[src/rtl/ac_motor_rotation_decoder.sv]
// ac_motor_rotation_decoder
// Decodes three asynchronous commutation signals {S1,S2,S3} into a step pulse,
// a signed wrap-around position count, direction flags, a stall flag and a
// sticky fault flag. Optional period measurement is enabled by defining
// AC_MOTOR_PERIOD_MEAS_EN, which adds the PERIOD output.
//
// state | meaning
// ------+--------------------------------------------------------------
// NOREF | no reference code held; next valid code becomes the reference
// TRACK | reference held; adjacent codes step, anything else faults
module ac_motor_rotation_decoder #(
    parameter int CNT_W        = 16,
    parameter int STALL_CYCLES = 1000000
) (
    input  logic             CLK,
    input  logic             RST,
    input  logic             S1_IN,
    input  logic             S2_IN,
    input  logic             S3_IN,
    input  logic             FAULT_CLR,
    output logic             CW_DET,
    output logic             CCW_DET,
    output logic             STEP_PULSE,
    output logic [CNT_W-1:0] STEP_CNT,
    output logic             STALL,
    output logic             FAULT
`ifdef AC_MOTOR_PERIOD_MEAS_EN
    ,
    output logic [23:0]      PERIOD
`endif
);

    localparam int                IDLE_W   = $clog2(STALL_CYCLES + 1);
    localparam logic [IDLE_W-1:0] IDLE_MAX = IDLE_W'(STALL_CYCLES);

    typedef enum logic {
        NOREF = 1'b0,
        TRACK = 1'b1
    } state_t;

    state_t            state;
    logic [2:0]        s_meta;
    logic [2:0]        s_sync;
    logic [2:0]        ref_code;
    logic [IDLE_W-1:0] idle_cnt;

    logic              code_valid;
    logic              step_ccw;
    logic              step_cw;
    logic              step_valid;
    logic              bad_code;
    logic [IDLE_W-1:0] idle_next;
    logic              stall_next;

    // Successor of a code in the CCW rotation; illegal codes map to 000.
    function automatic logic [2:0] next_ccw(input logic [2:0] c);
        case (c)
            3'b100:  next_ccw = 3'b110;
            3'b110:  next_ccw = 3'b010;
            3'b010:  next_ccw = 3'b011;
            3'b011:  next_ccw = 3'b001;
            3'b001:  next_ccw = 3'b101;
            3'b101:  next_ccw = 3'b100;
            default: next_ccw = 3'b000;
        endcase
    endfunction

    // Successor of a code in the CW rotation (reverse of CCW).
    function automatic logic [2:0] next_cw(input logic [2:0] c);
        case (c)
            3'b100:  next_cw = 3'b101;
            3'b101:  next_cw = 3'b001;
            3'b001:  next_cw = 3'b011;
            3'b011:  next_cw = 3'b010;
            3'b010:  next_cw = 3'b110;
            3'b110:  next_cw = 3'b100;
            default: next_cw = 3'b000;
        endcase
    endfunction

    // Two-flop synchronizer on all three commutation inputs.
    always_ff @(posedge CLK) begin
        if (RST) begin
            s_meta <= 3'b000;
            s_sync <= 3'b000;
        end else begin
            s_meta <= {S1_IN, S2_IN, S3_IN};
            s_sync <= s_meta;
        end
    end

    // Classify the synchronized code against the held reference.
    always_comb begin
        code_valid = (s_sync != 3'b000) && (s_sync != 3'b111);
        step_ccw   = (state == TRACK) && (s_sync == next_ccw(ref_code));
        step_cw    = (state == TRACK) && (s_sync == next_cw(ref_code));
        step_valid = step_ccw || step_cw;
        // The reference is always legal, so an illegal code can never
        // equal it or its neighbours and falls into this case too.
        bad_code   = (state == TRACK) && (s_sync != ref_code) && !step_valid;
        if (step_valid)
            idle_next = '0;
        else if (idle_cnt == IDLE_MAX)
            idle_next = idle_cnt;
        else
            idle_next = idle_cnt + 1'b1;
        stall_next = (idle_next == IDLE_MAX);
    end

    // Reference-tracking FSM with registered step, count, direction, stall and fault outputs.
    always_ff @(posedge CLK) begin
        if (RST) begin
            state      <= NOREF;
            ref_code   <= 3'b000;
            STEP_CNT   <= '0;
            STEP_PULSE <= 1'b0;
            CW_DET     <= 1'b0;
            CCW_DET    <= 1'b0;
            STALL      <= 1'b0;
            FAULT      <= 1'b0;
            idle_cnt   <= '0;
        end else begin
            STEP_PULSE <= step_valid;
            idle_cnt   <= idle_next;
            STALL      <= stall_next;

            case (state)
                NOREF: begin
                    if (code_valid) begin
                        ref_code <= s_sync;
                        state    <= TRACK;
                    end
                end
                TRACK: begin
                    if (step_ccw) begin
                        ref_code <= s_sync;
                        STEP_CNT <= STEP_CNT + 1'b1;
                    end else if (step_cw) begin
                        ref_code <= s_sync;
                        STEP_CNT <= STEP_CNT - 1'b1;
                    end else if (bad_code) begin
                        state <= NOREF;
                    end
                end
                default: state <= NOREF;
            endcase

            if (stall_next) begin
                CW_DET  <= 1'b0;
                CCW_DET <= 1'b0;
            end else if (step_ccw) begin
                CW_DET  <= 1'b0;
                CCW_DET <= 1'b1;
            end else if (step_cw) begin
                CW_DET  <= 1'b1;
                CCW_DET <= 1'b0;
            end

            // A fresh fault outranks a simultaneous clear request.
            if (bad_code)
                FAULT <= 1'b1;
            else if (FAULT_CLR)
                FAULT <= 1'b0;
        end
    end

`ifdef AC_MOTOR_PERIOD_MEAS_EN
    logic [23:0] since_cnt;
    logic [23:0] since_inc;

    // Saturating count of cycles elapsed, including the current edge.
    always_comb begin
        since_inc = (since_cnt == 24'hFF_FFFF) ? since_cnt : since_cnt + 24'd1;
    end

    // Latch cycles between valid steps; a stall wipes the last measurement.
    always_ff @(posedge CLK) begin
        if (RST) begin
            since_cnt <= '0;
            PERIOD    <= '0;
        end else if (step_valid) begin
            since_cnt <= '0;
            PERIOD    <= since_inc;
        end else begin
            since_cnt <= since_inc;
            if (stall_next)
                PERIOD <= '0;
        end
    end
`endif

endmodule

[config.mk]
export PLATFORM = sky130hd
export DESIGN_NAME = ac_motor_rotation_decoder
export DESIGN_NICKNAME = d
export VERILOG_FILES = /design/src/rtl/ac_motor_rotation_decoder.sv
export SDC_FILE = /design/constraint.sdc
export NUM_CORES = 1
export LEC_CHECK = 0
export ABC_AREA = 1
export BUFFER_PORTS_ARGS = -buffer_cell sky130_fd_sc_hd__buf_2
export CAP_MARGIN = 10
export CORE_ASPECT_RATIO = 0.5
export CORE_MARGIN = 2
export CORE_UTILIZATION = 50
export DETAILED_ROUTE_END_ITERATION = 6
export HOLD_SLACK_MARGIN = 0.06
export PLACE_DENSITY = 0.68
export SYNTH_ARGS = -nofsm -noshare
export SYNTH_HDL_FRONTEND = slang
export SYNTH_SLANG_ARGS = --single-unit
[constraint.sdc]
create_clock -name CLK -period 2.6 [get_ports CLK]
set_clock_uncertainty 0.2 [all_clocks]
set_input_delay 0.39 -clock CLK [delete_from_list [all_inputs] [get_ports CLK]]
set_output_delay 0.39 -clock CLK [all_outputs]
set_load 0.02 [all_outputs]
==> summary.txt <==
Timing
  – Final Setup Violations: 6
  – Worst-margin pin slew: ~0.44 ns
  – Final period util: 104%
  – Max-slew violations: 0
  – Setup ws final: -0.107 ns
  – Max frequency: 369 MHz
  – Fin. Hold Viols: 0
  – Worst slew margin: 70.5%
  – RSZ-0062 raised after global routing: true
  – Min cycle time layout: about 2.7 ns

Placement
  – Pre-CTS WS: -0.187 ns
  – I/O Buffers: 26
  – Routability Congestion: ~0.90
  – DP Area: around 3800 um^2
  – Post-DP HPWL: around 6300 um

Detailed routing
  – Iter 0 DRT Violations: about 270
  – Final ANT Viol Nets: 0
  – Via density: about 5.2
  – DRT Wirelength: 8950 um
  – Vias: 3482
  – DR pass1 iterations: 4
  – Residual DRC: 0
  – Avg WL per Cell: approximately 13 um

Logic synthesis
  – Synthesized area per cell: between 6 and 7 um^2
  – Ranking of synthesized cells by area: dfxtp_1 (30%), nand2_1 (12%), nor2_1 (8.7%), nand3_1 (6.3%), inv_1 (6.1%)
  – Synth top area share: between 30% and 40%
  – Syn Inst Count: ~510
  – Syn Nets: about 530
  – Post-synth EDFFs: 0
  – Synth cell types: 38
  – Synth Flop Type: dfxtp_1
  – Ys async rst share: 0%
  – Seq cells post-synth: slightly above 50
  – Cell taking the most area after synthesis: dfxtp_1
  – Yosys warns: 0
  – Synth Cell Area: roughly 3400 um^2
  – Post-synthesis sequential area ratio: between 30% and 40%

Setup path
  – Reg2reg end: STEP_CNT[15]
  – Kind of critical path: reg2reg
  – CP startpoint kind: register
  – R2R Path Start: ref_code[0]
  – CP Capture Type: register
  – Reg2reg path depth: 17
  – Critical path data arrival time: 2.70 ns
  – CP max FO: 8
  – Flop-to-flop setup slack: -0.11 ns
  – Worst endpoint required time: between 2 and 3 ns

CTS
  – Worst-path clk slew: ~0.060 ns
  – Num Clock Sinks: 51
  – Worst skew pair latency: a little under 0.3 ns
  – Clock Path Buffers: 2
  – CTS tree: done
  – Hold-fix buffers, CTS: 0
  – H-tree depth: 2
  – Clock root cell: clkbuf_16
  – Num CTS Buffers: 5

Finish
  – Finished Cell Area: roughly 4300 um^2
  – Layout area overhead: 28.3%
  – Most frequent cells in the layout: nand2_1 (97), nor2_1 (75), inv_1 (53), dfxtp_1 (48), buf_4 (44)
  – Commonest non-fill, non-tap cell in the layout: nand2_1
  – Antenna cells: 0
  – FILL cells: ~590
  – Share of layout cells above drive strength 1: 27.0%
  – Nets: between 500 and 600

Power
  – Worst vdd ir: 0.00119 V
  – Pwr dens: approximately 1200 nW/um^2
  – P_leak: between 1.5 and 2 nW

Die
  – Die W: between 100 and 150 um
  – Die Ht: 62.0 um
  – Initial Util: between 50% and 60%
  – Area of the core: about 6600 um^2
  – Full die area: around 7400 um^2
  – IO Count: 27
  – Num rows: 21

Status
  – Status: finished, violations left
  – Failing checks: negative setup slack

Global route
  – Vias in the first global route: around 3000
  – Largest net degree at the start of global routing: 21
  – First-pass GRT wire length: around 14000 um
  – Initial antenna violation count: 0
  – Gr usage total: about a quarter
  – Grt total ovfl: 0

Hold path
  – Hold EP: s_meta[2]
  – Hold wc startpoint: S1_IN
  – Worst hold stages: 3
  – Hold/Removal Path Class: in2reg

Job
  – Max-cap check violation count: 0
## report_power, final
part / switching [mW] / internal [mW] / leakage [nW] / total (mW)
Clock: 0.275 / 0.347 / 0.0628 / 0.622
Sequential: 0.137 / 0.930 / 0.417 / 1.07
Combinational: 1.95 / 1.70 / 1.47 / 3.65
## worst max-delay path, stage by stage (launching register included)
cell	delay, ns
dfxtp_2	0.35
inv_4	0.06
nand2_4	0.07
nand2_2	0.06
nand2_2	0.06
nand2_2	0.07
nor2_4	0.22
nand2_8	0.15
ha_4	0.34
nand3_4	0.09
a31oi_4	0.20
nor2_4	0.07
o21ai_4	0.18
nand3_2	0.11
o211ai_1	0.15
nand3_1	0.11
nand2_1	0.07
nor2_1	0.04
## cell families after synthesis
family | synth area share [%]
buffers and inverters | 9.34
DFF | 30.4
xor gates and xnor gates | 5.99
adders and majority gates | 6.55
and+or+nand+nor | 37.6
AOI/OAI and AO/OA | 10.1
## what timing repair did
item | in CTS | in global routing
resized for setup | 13 | 54
pin swaps | 2 | 20
endpoints found under the setup margin | 11 | 11
cloned | 1 | 0
setup buffers | 0 | 8
## registers in the layout (all words and copies together), names as in the netlist
register	flops
CCW_DET	1
CW_DET	1
STEP_PULSE	1
s_meta	3
STEP_CNT	16
idle_cnt	20
s_sync	3
ref_code	3
FAULT	1
STALL	1
state	1
## worst max path at each step
| stage | start | end | slack [ns] |
|---|---|---|---|
| after detailed placement | ref_code[0] | STEP_CNT[14] | -0.19 |
| after global routing | ref_code[0] | STEP_CNT[15] | -0.27 |
| final | ref_code[0] | STEP_CNT[15] | -0.11 |
| after global placement | ref_code[2] | STEP_CNT[12] | -0.10 |
| after CTS | ref_code[0] | STEP_CNT[15] | 0.006 |
| after floorplan | ref_code[0] | STEP_CNT[12] | 0.05 |
## layer usage
layer	share of wire (%)	up-vias	track usage, %
met5	0	-	0
met4	0.99	0	5.88
met3	4.8	9	4.20
met2	46	78	42.1
met1	48	1613	31.0
li1	-	1782	-
## cell type report
type                            count  area, um^2  area share (%)
Inverter                           62         245            5.69
Timing Repair Buffer               72         483            11.2
Sequential cell                    51        1020            23.8
Tap cell                           92         115            2.67
Multi-Input combinational cell    383        2320            53.7
Clock buffer                        6         129            2.99
## cell usage after synthesis (6+ instances only)
master / instances
nor2_1: 78
inv_1: 55
xor2_1: 13
nand2_1: 109
nand3_1: 42
nand3b_1: 6
nand4_1: 12
nor2_2: 10
nor3_1: 6
o21ai_1: 11
xnor2_1: 10
a21oi_1: 22
ha_1: 16
dfxtp_1: 51
o21ai_0: 14
nand2_2: 10
## through the flow
stage / hold WS (ns) / TNS (ns) / cells / power, mW / util [%]
2_1_floorplan: 0.188 / 0 / 506 / 2.97 / -
3_3_place_gp: 0.191 / -0.381 / 651 / 3.82 / 57.9
3_5_place_dp: 0.196 / -1.00 / 651 / 3.83 / 57.9
4_1_cts: 0.0951 / 0 / 658 / 4.58 / 61.0
5_1_grt: 0.112 / -1.62 / 666 / 5.77 / 65.4
6_report: 0.0934 / -0.372 / 666 / 5.33 / 65.4
No activity file was read; power rests on OpenSTA's default activity.
